### config.mk
export PLATFORM = sky130hd
export DESIGN_NAME = fetch_db_ext_mem
export DESIGN_NICKNAME = d
export VERILOG_FILES = /design/src/rtl/fetch_db_ext_mem_pkg.sv /design/src/rtl/fetch_db_ext_mem_addr_gen.sv /design/src/rtl/fetch_db_ext_mem.sv
export SDC_FILE = /design/constraint.sdc
export NUM_CORES = 1
export LEC_CHECK = 0
export BUFFER_PORTS_ARGS = -buffer_cell sky130_fd_sc_hd__buf_2
export CELL_PAD_IN_SITES_DETAIL_PLACEMENT = 2
export CELL_PAD_IN_SITES_GLOBAL_PLACEMENT = 2
export CORE_MARGIN = 2
export CORE_UTILIZATION = 28
export DETAILED_ROUTE_END_ITERATION = 16
export PLACE_DENSITY = 0.84
export SLEW_MARGIN = 30
export SYNTH_ARGS = -nofsm -noshare
export SYNTH_HDL_FRONTEND = slang
export SYNTH_SLANG_ARGS = --single-unit
### constraint.sdc
create_clock -name clk -period 10.37 [get_ports clk]
set_input_delay 1.5555 -clock clk [delete_from_list [all_inputs] [get_ports clk]]
set_output_delay 1.5555 -clock clk [all_outputs]
set_load 0.02 [all_outputs]
### src/rtl/fetch_db_ext_mem_pkg.sv
// Shared constants for the deblocking fetch ext-memory responder:
// load/store mode encodings, store buffer address map and plane bases.
package fetch_db_ext_mem_pkg;

    localparam logic [1:0] MODE_Y_BOT   = 2'b00;
    localparam logic [1:0] MODE_Y_FULL  = 2'b01;
    localparam logic [1:0] MODE_UV_BOT  = 2'b10;
    localparam logic [1:0] MODE_UV_FULL = 2'b11;

    localparam logic [4:0] RADDR_Y_BASE  = 5'd0;
    localparam logic [4:0] RADDR_UV_BASE = 5'd16;

    localparam logic [23:0] Y_BASE_DEF = 24'h000000;
    localparam logic [23:0] U_BASE_DEF = 24'h100000;
    localparam logic [23:0] V_BASE_DEF = 24'h180000;

    function automatic logic [4:0] beat_count(input logic [1:0] mode);
        logic [4:0] n;
        case (mode)
            MODE_Y_BOT:  n = 5'd4;
            MODE_Y_FULL: n = 5'd16;
            MODE_UV_BOT: n = 5'd4;
            default:     n = 5'd8;
        endcase
        return n;
    endfunction

endpackage

### src/rtl/fetch_db_ext_mem_addr_gen.sv
// Combinational map from (mode, beat k, MB position, picture width) to the
// frame-memory word address and the store-buffer read address.
module fetch_db_ext_addr_gen
    import fetch_db_ext_mem_pkg::*;
#(
    parameter int                PIC_W_MB_LEN = 8,
    parameter int                PIC_H_MB_LEN = 8,
    parameter int                ADDR_W       = 24,
    parameter logic [ADDR_W-1:0] Y_BASE       = ADDR_W'(Y_BASE_DEF),
    parameter logic [ADDR_W-1:0] U_BASE       = ADDR_W'(U_BASE_DEF),
    parameter logic [ADDR_W-1:0] V_BASE       = ADDR_W'(V_BASE_DEF)
) (
    input  logic [1:0]              mode_i,
    input  logic [3:0]              k_i,
    input  logic [PIC_W_MB_LEN-1:0] x_i,
    input  logic [PIC_H_MB_LEN-1:0] y_i,
    input  logic [PIC_W_MB_LEN:0]   w_i,
    output logic [ADDR_W-1:0]       addr_o,
    output logic [4:0]              raddr_o
);

    logic              is_luma;
    logic              plane_v;
    logic [1:0]        blk_r;
    logic [1:0]        blk_c;
    logic [ADDR_W-1:0] base;
    logic [ADDR_W-1:0] row;
    logic [ADDR_W-1:0] off;

    always_comb begin
        is_luma = ~mode_i[1];
        plane_v = 1'b0;
        blk_r   = 2'd0;
        blk_c   = 2'd0;
        raddr_o = RADDR_Y_BASE;
        case (mode_i)
            MODE_Y_BOT: begin
                blk_r   = 2'd3;
                blk_c   = k_i[1:0];
                raddr_o = RADDR_Y_BASE + 5'd12 + {3'b000, k_i[1:0]};
            end
            MODE_Y_FULL: begin
                blk_r   = k_i[3:2];
                blk_c   = k_i[1:0];
                raddr_o = RADDR_Y_BASE + {1'b0, k_i};
            end
            MODE_UV_BOT: begin
                // Chroma bottom line is block row 1 of each 8x8 plane.
                plane_v = k_i[1];
                blk_r   = 2'd1;
                blk_c   = {1'b0, k_i[0]};
                raddr_o = RADDR_UV_BASE + {2'b00, k_i[1], 1'b1, k_i[0]};
            end
            default: begin
                plane_v = k_i[2];
                blk_r   = {1'b0, k_i[1]};
                blk_c   = {1'b0, k_i[0]};
                raddr_o = RADDR_UV_BASE + {2'b00, k_i[2:0]};
            end
        endcase

        base = is_luma ? Y_BASE : (plane_v ? V_BASE : U_BASE);
        row  = is_luma ? ((ADDR_W'(y_i) << 2) + ADDR_W'(blk_r))
                       : ((ADDR_W'(y_i) << 1) + ADDR_W'(blk_r));
        off  = row * ADDR_W'(w_i) + ADDR_W'(x_i);
        addr_o = base + (is_luma ? (off << 2) : (off << 1)) + ADDR_W'(blk_c);
    end

endmodule

### src/rtl/fetch_db_ext_mem.sv
// Ext-memory responder for the deblocking fetch controller: serves load
// requests from frame memory and writes filtered blocks from the store buffer.
//   state     | meaning
//   IDLE      | wait for load_en_i / store_en_i, latch request
//   LD_REQ    | issue read k, gap cycle between words
//   LD_DONE   | load_done_o pulse
//   ST_RD     | store buffer read of word k
//   ST_CAP    | capture buffer data into write data
//   ST_REQ    | issue write k until ack
//   ST_DONE   | store_done_o pulse
module fetch_db_ext_mem
    import fetch_db_ext_mem_pkg::*;
#(
    parameter int                PIC_W_MB_LEN = 8,
    parameter int                PIC_H_MB_LEN = 8,
    parameter int                BIT_DEPTH    = 8,
    parameter int                ADDR_W       = 24,
    parameter logic [ADDR_W-1:0] Y_BASE       = ADDR_W'(Y_BASE_DEF),
    parameter logic [ADDR_W-1:0] U_BASE       = ADDR_W'(U_BASE_DEF),
    parameter logic [ADDR_W-1:0] V_BASE       = ADDR_W'(V_BASE_DEF)
) (
    input  logic                      clk,
    input  logic                      rst,
    input  logic [PIC_W_MB_LEN-1:0]   sys_total_x,
    input  logic                      load_en_i,
    input  logic [PIC_W_MB_LEN-1:0]   load_x_i,
    input  logic [PIC_H_MB_LEN-1:0]   load_y_i,
    input  logic [1:0]                load_mode_i,
    output logic                      load_done_o,
    output logic                      load_valid_o,
    output logic [16*BIT_DEPTH-1:0]   load_data_o,
    input  logic                      store_en_i,
    input  logic [PIC_W_MB_LEN-1:0]   store_x_i,
    input  logic [PIC_H_MB_LEN-1:0]   store_y_i,
    input  logic [1:0]                store_mode_i,
    output logic                      store_done_o,
    output logic                      store_rden_o,
    output logic [4:0]                store_raddr_o,
    input  logic [16*BIT_DEPTH-1:0]   store_rdata_i,
    output logic                      mem_req_o,
    output logic                      mem_we_o,
    output logic [ADDR_W-1:0]         mem_addr_o,
    output logic [16*BIT_DEPTH-1:0]   mem_wdata_o,
    input  logic                      mem_ack_i,
    input  logic [16*BIT_DEPTH-1:0]   mem_rdata_i
);

    localparam int DW = 16 * BIT_DEPTH;

    localparam logic [2:0] S_IDLE    = 3'd0;
    localparam logic [2:0] S_LD_REQ  = 3'd1;
    localparam logic [2:0] S_LD_DONE = 3'd2;
    localparam logic [2:0] S_ST_RD   = 3'd3;
    localparam logic [2:0] S_ST_CAP  = 3'd4;
    localparam logic [2:0] S_ST_REQ  = 3'd5;
    localparam logic [2:0] S_ST_DONE = 3'd6;

    logic [2:0]              state_q, state_d;
    logic [4:0]              k_q, k_d;
    logic [1:0]              mode_q, mode_d;
    logic [PIC_W_MB_LEN-1:0] x_q, x_d;
    logic [PIC_H_MB_LEN-1:0] y_q, y_d;
    logic [PIC_W_MB_LEN:0]   w_q, w_d;

    logic              mem_req_q, mem_req_d;
    logic              mem_we_q, mem_we_d;
    logic [ADDR_W-1:0] mem_addr_q, mem_addr_d;
    logic [DW-1:0]     mem_wdata_q, mem_wdata_d;
    logic              load_valid_q, load_valid_d;
    logic [DW-1:0]     load_data_q, load_data_d;
    logic              load_done_q, load_done_d;
    logic              store_done_q, store_done_d;
    logic              store_rden_q, store_rden_d;
    logic [4:0]        store_raddr_q, store_raddr_d;

    logic              mem_hs;
    logic [4:0]        n_beats;
    logic              last_beat;
    logic [ADDR_W-1:0] gen_addr;
    logic [4:0]        gen_raddr;

    assign mem_hs    = mem_req_q & mem_ack_i;
    assign n_beats   = beat_count(mode_q);
    assign last_beat = (k_q == n_beats - 5'd1);

    // Fed from next-state values so output registers load the address of
    // the word about to be issued.
    fetch_db_ext_addr_gen #(
        .PIC_W_MB_LEN (PIC_W_MB_LEN),
        .PIC_H_MB_LEN (PIC_H_MB_LEN),
        .ADDR_W       (ADDR_W),
        .Y_BASE       (Y_BASE),
        .U_BASE       (U_BASE),
        .V_BASE       (V_BASE)
    ) u_addr_gen (
        .mode_i  (mode_d),
        .k_i     (k_d[3:0]),
        .x_i     (x_d),
        .y_i     (y_d),
        .w_i     (w_d),
        .addr_o  (gen_addr),
        .raddr_o (gen_raddr)
    );

    always_comb begin
        state_d = state_q;
        k_d     = k_q;
        mode_d  = mode_q;
        x_d     = x_q;
        y_d     = y_q;
        w_d     = w_q;
        case (state_q)
            S_IDLE: begin
                if (load_en_i || store_en_i) begin
                    state_d = load_en_i ? S_LD_REQ : S_ST_RD;
                    k_d     = 5'd0;
                    mode_d  = load_en_i ? load_mode_i : store_mode_i;
                    x_d     = load_en_i ? load_x_i : store_x_i;
                    y_d     = load_en_i ? load_y_i : store_y_i;
                    w_d     = {1'b0, sys_total_x} + {{PIC_W_MB_LEN{1'b0}}, 1'b1};
                end
            end
            S_LD_REQ: begin
                // k reaches N after the last ack; the following gap cycle ends the load.
                if (mem_hs) begin
                    k_d = k_q + 5'd1;
                end else if (!mem_req_q && (k_q == n_beats)) begin
                    state_d = S_LD_DONE;
                end
            end
            S_LD_DONE: state_d = S_IDLE;
            S_ST_RD:   state_d = S_ST_CAP;
            S_ST_CAP:  state_d = S_ST_REQ;
            S_ST_REQ: begin
                if (mem_hs) begin
                    if (last_beat) begin
                        state_d = S_ST_DONE;
                    end else begin
                        k_d     = k_q + 5'd1;
                        state_d = S_ST_RD;
                    end
                end
            end
            S_ST_DONE: state_d = S_IDLE;
            default:   state_d = S_IDLE;
        endcase
    end

    always_comb begin
        mem_req_d     = mem_req_q;
        mem_we_d      = mem_we_q;
        mem_addr_d    = mem_addr_q;
        mem_wdata_d   = mem_wdata_q;
        load_data_d   = load_data_q;
        store_raddr_d = store_raddr_q;
        load_valid_d  = 1'b0;
        load_done_d   = 1'b0;
        store_done_d  = 1'b0;
        store_rden_d  = 1'b0;
        case (state_q)
            S_IDLE: begin
                if (state_d == S_LD_REQ) begin
                    mem_req_d  = 1'b1;
                    mem_we_d   = 1'b0;
                    mem_addr_d = gen_addr;
                end else if (state_d == S_ST_RD) begin
                    store_rden_d  = 1'b1;
                    store_raddr_d = gen_raddr;
                end
            end
            S_LD_REQ: begin
                if (mem_hs) begin
                    mem_req_d    = 1'b0;
                    load_valid_d = 1'b1;
                    load_data_d  = mem_rdata_i;
                end else if (!mem_req_q) begin
                    if (state_d == S_LD_DONE) begin
                        load_done_d = 1'b1;
                    end else begin
                        mem_req_d  = 1'b1;
                        mem_addr_d = gen_addr;
                    end
                end
            end
            S_ST_CAP: begin
                mem_wdata_d = store_rdata_i;
                mem_req_d   = 1'b1;
                mem_we_d    = 1'b1;
                mem_addr_d  = gen_addr;
            end
            S_ST_REQ: begin
                if (mem_hs) begin
                    mem_req_d = 1'b0;
                    mem_we_d  = 1'b0;
                    if (state_d == S_ST_DONE) begin
                        store_done_d = 1'b1;
                    end else begin
                        store_rden_d  = 1'b1;
                        store_raddr_d = gen_raddr;
                    end
                end
            end
            default: begin
            end
        endcase
    end

    always_ff @(posedge clk) begin
        if (rst) begin
            state_q       <= S_IDLE;
            k_q           <= '0;
            mode_q        <= '0;
            x_q           <= '0;
            y_q           <= '0;
            w_q           <= '0;
            mem_req_q     <= 1'b0;
            mem_we_q      <= 1'b0;
            mem_addr_q    <= '0;
            mem_wdata_q   <= '0;
            load_valid_q  <= 1'b0;
            load_data_q   <= '0;
            load_done_q   <= 1'b0;
            store_done_q  <= 1'b0;
            store_rden_q  <= 1'b0;
            store_raddr_q <= '0;
        end else begin
            state_q       <= state_d;
            k_q           <= k_d;
            mode_q        <= mode_d;
            x_q           <= x_d;
            y_q           <= y_d;
            w_q           <= w_d;
            mem_req_q     <= mem_req_d;
            mem_we_q      <= mem_we_d;
            mem_addr_q    <= mem_addr_d;
            mem_wdata_q   <= mem_wdata_d;
            load_valid_q  <= load_valid_d;
            load_data_q   <= load_data_d;
            load_done_q   <= load_done_d;
            store_done_q  <= store_done_d;
            store_rden_q  <= store_rden_d;
            store_raddr_q <= store_raddr_d;
        end
    end

    assign mem_req_o     = mem_req_q;
    assign mem_we_o      = mem_we_q;
    assign mem_addr_o    = mem_addr_q;
    assign mem_wdata_o   = mem_wdata_q;
    assign load_valid_o  = load_valid_q;
    assign load_data_o   = load_data_q;
    assign load_done_o   = load_done_q;
    assign store_done_o  = store_done_q;
    assign store_rden_o  = store_rden_q;
    assign store_raddr_o = store_raddr_q;

endmodule

==> impl_metrics.py <==
metrics = {
    "power": {
        "ir_worst_vdd_v": 0.000204,
        "p_int_w": 0.00311,
        "leakage_nw": 9.81,
        "pwr-share-comb": 0.510,
        "p_clk_frac": 0.247,
        "switchingPower_w": 0.00243,
        "power.density_mw_per_mm2": 255,
        "p_seq_frac": 0.243,
        "sw_frac_of_total": 0.439,
    },
    "die": {
        "die_w_um": 248,
        "dieArea_mm2": 0.0614,
        "coreArea_mm2": 0.0589,
        "row_count": 89,
        "start_util": 0.282,
        "dieHeight_um": 248,
        "io_pins": 596,
    },
    "clock_network": {
        "clock_latency_ns": 0.57,
        "h-tree-depth": 2,
        "cts-root-buf": "clkbuf_16",
        "cts_tree": "yes",
        "clockBufferDepth": 3,
        "cts.sinks": 326,
        "path_clk_slew_ns": 0.06,
        "numCtsBuffers": 39,
    },
    "synth": {
        "synth-edff-count": 0,
        "ys_seq_area_frac": 0.392,
        "ys_ff_latch": 326,
        "synth_top_area_frac": 0.392,
        "synth_cells": 2095,
        "syn_avg_cell_area_um2": 7.94,
        "syn_area_mm2": 0.0166,
        "async_flop_share": 0,
        "synth_area_leader_cell": "dfxtp_1",
        "ys.flop_type": "dfxtp_1",
        "yosys-top-cells-area": "dfxtp_1, nand2_1, a21oi_1",
        "yosys_warnings": 0,
        "synth.distinct_cells": 77,
        "syn_nets": 2532,
    },
    "sta": {
        "fin_skew_ns": 0.0265,
        "maxSlewHeadroom": 0.359,
        "fin_crit_ns": 9.70,
        "period_share": 0.936,
        "drv_slew": 0,
        "whs_ns": 0.455,
        "rsz0062_at_grt": "no",
        "setup_viol": 0,
        "fmax_ghz": 0.103,
        "tightestPinTransition_ns": 0.962,
        "hold_viol_final": 0,
    },
    "outcome": {
        "status": "complete, no violations",
    },
    "placement": {
        "dp_cells": 3360,
        "port_buffers": 595,
        "dpl.hpwl_um": 57100,
        "globalplace.congestion": 0.845,
    },
    "global_route": {
        "antenna_found_initial": 23,
        "grt_pass1_vias": 18547,
        "overflow": 0,
        "grt_pass1_wl_um": 109000,
        "grt_max_degree": 147,
        "grt_use_total": 0.228,
    },
    "detailed_routing": {
        "routed_via_density": 4.97,
        "drt_iter0_markers": 689,
        "drc": 0,
        "avgRoutedWirePerCell_um": 21.5,
        "wl_um": 74200,
        "vias": 17145,
        "firstDrtPassIters": 4,
        "ant_nets": 0,
    },
    "critical_path": {
        "r2r_setup_slack_ns": 0.85,
        "r2r_end": "mem_addr_o[22]$_SDFFE_PP0P_",
        "worstPathMaxFanout": 21,
        "worstSetupPathType": "primary input to register",
        "cpMostUsedCell": "inv_1",
        "startpoint_type": "primary input",
        "reg2reg_from": "k_q[3]$_SDFF_PP0_",
        "crit_path_max_incr_delay_ns": 0.53,
        "cp.required_ns": 10.84,
        "cp_slowest_cell": "fa_1",
        "cp.arrival_ns": 10.17,
        "cp-end-kind": "register",
        "reg2reg_depth": 38,
    },
    "worst_hold_path": {
        "hold_path.class": "register to register",
        "hp-start": "mem_wdata_o[28]$_SDFFE_PP0P_",
        "holdPathEnd": "mem_wdata_o[28]$_SDFFE_PP0P_",
        "min_delay_path_depth": 2,
    },
    "layout": {
        "stdcell_count": 3449,
        "most-common-layout-cells": "buf_2, nand2_1, dfxtp_1",
        "area_growth_pct": 30.5,
        "nets": 3068,
        "drive_above_1_share": 0.281,
        "layout_commonest_cell": "buf_2",
        "final_util": 0.368,
    },
    "flow_run": {
        "maxCapViolCount": 0,
    },
}
[sequential cells by signal, indices dropped and copies added (netlist names)]
| signal | cells |
|---|---|
| store_rden_o | 1 |
| mem_req_o | 1 |
| load_valid_o | 1 |
| mode_q | 2 |
| load_data_o | 128 |
| mem_we_o | 1 |
| x_q | 8 |
| store_done_o | 1 |
| y_q | 8 |
| state_q | 3 |
| store_raddr_o | 5 |
| mem_wdata_o | 128 |
| w_q | 9 |
| k_q | 5 |
| mem_addr_o | 24 |
| load_done_o | 1 |
[worst max-delay path: cells and delay by family]
family          cells  cell delay, ns
compound gates      9            1.98
xor+xnor            1            0.33
fa+ha+maj           9            3.63
buf+inv             9            1.04
mux                 1            0.30
simple gates        9            1.32
[synthesized netlist by cell type (5+ instances only)]
cell type,count
nor2b_1,16
o22ai_1,5
o21ai_1,8
nor4_1,5
dfxtp_1,326
or3_1,7
and3_1,9
fa_1,62
buf_1,9
and2_1,10
mux2i_1,27
a211oi_1,21
o21a_1,9
or2_2,18
buf_2,10
o21ai_0,37
xnor2_1,12
a21oi_1,310
nand2_1,592
nand4_1,6
a21o_1,15
ha_1,70
inv_1,67
nand3_1,21
a211oi_2,6
a22oi_1,6
clkbuf_1,111
xor2_1,21
nor3_1,22
a31oi_1,9
nand2b_1,22
nor2_1,144
[how the worst max path moves through the flow]
stage,end,startpoint,cells past startpoint
after floorplan,mem_addr_o[22]$_SDFFE_PP0P_,load_en_i,38
after global placement,mem_addr_o[22]$_SDFFE_PP0P_,load_en_i,36
after detailed placement,mem_addr_o[22]$_SDFFE_PP0P_,load_en_i,36
after CTS,mem_addr_o[22]$_SDFFE_PP0P_,load_en_i,36
after global routing,mem_addr_o[22]$_SDFFE_PP0P_,load_en_i,36
final,mem_addr_o[22]$_SDFFE_PP0P_,load_en_i,38
[power groups by stage]
| stage | Sequential [W] | Clock (W) | Combinational (W) |
|---|---|---|---|
| final | 0.00134 | 0.00137 | 0.00283 |
| after global routing | 0.00135 | 0.00146 | 0.00315 |
| after CTS | 0.00134 | 0.00141 | 0.00283 |
| after detailed placement | 0.00137 | 0 | 0.00281 |
| after global placement | 0.00137 | 0 | 0.00263 |
| after floorplan | 0.00141 | 0 | 0.00194 |
[layer usage]
metal / share of wire / global-route usage
met5: 0.0014 / 0
met3: 0.063 / 0.0510
met4: 0.045 / 0.0970
met2: 0.51 / 0.418
met1: 0.38 / 0.253
[layout make-up]
type / count / area (um^2)
well taps: 773 / 967
clock inverters: 12 / 129
inverters: 67 / 251
flip-flops and latches: 326 / 6530
clock buffers: 59 / 1140
repair buffers: 630 / 3290
diodes: 15 / 37.5
fillers: 6878 / 37200
multi-input cells: 1567 / 9350
[through the flow]
stage	TNS [ns]	setup slack, ns	power [W]	cell area, um^2
finish	0	0.667	0.00554	21700
CTS	0	0.312	0.00559	21600
global route	0	0.0377	0.00596	21700
global placement	0	0.000542	0.00400	20300
floorplan	0	0.997	0.00335	16600
detailed placement	-1.07	-0.275	0.00418	20300
[what timing repair did]
item,4_1_cts,5_1_grt
resized for setup,0,5
endpoints found under the setup margin,0,11
buffers inserted,0,2
hold buffers,0,0
[cells by family (layout without fill, tap and decap cells)]
kind of cell / after synthesis / after routing / synth area share
flops: 326 / 326 / 0.392
buf+inv: 202 / 768 / 0.0481
mux: 28 / 28 / 0.0169
simple gates: 893 / 893 / 0.226
other cells: 0 / 15 / 0
xor+xnor: 33 / 33 / 0.0174
compound gates: 481 / 481 / 0.172
fa+ha+maj: 132 / 132 / 0.127
No activity file was read; power rests on OpenSTA's default activity.
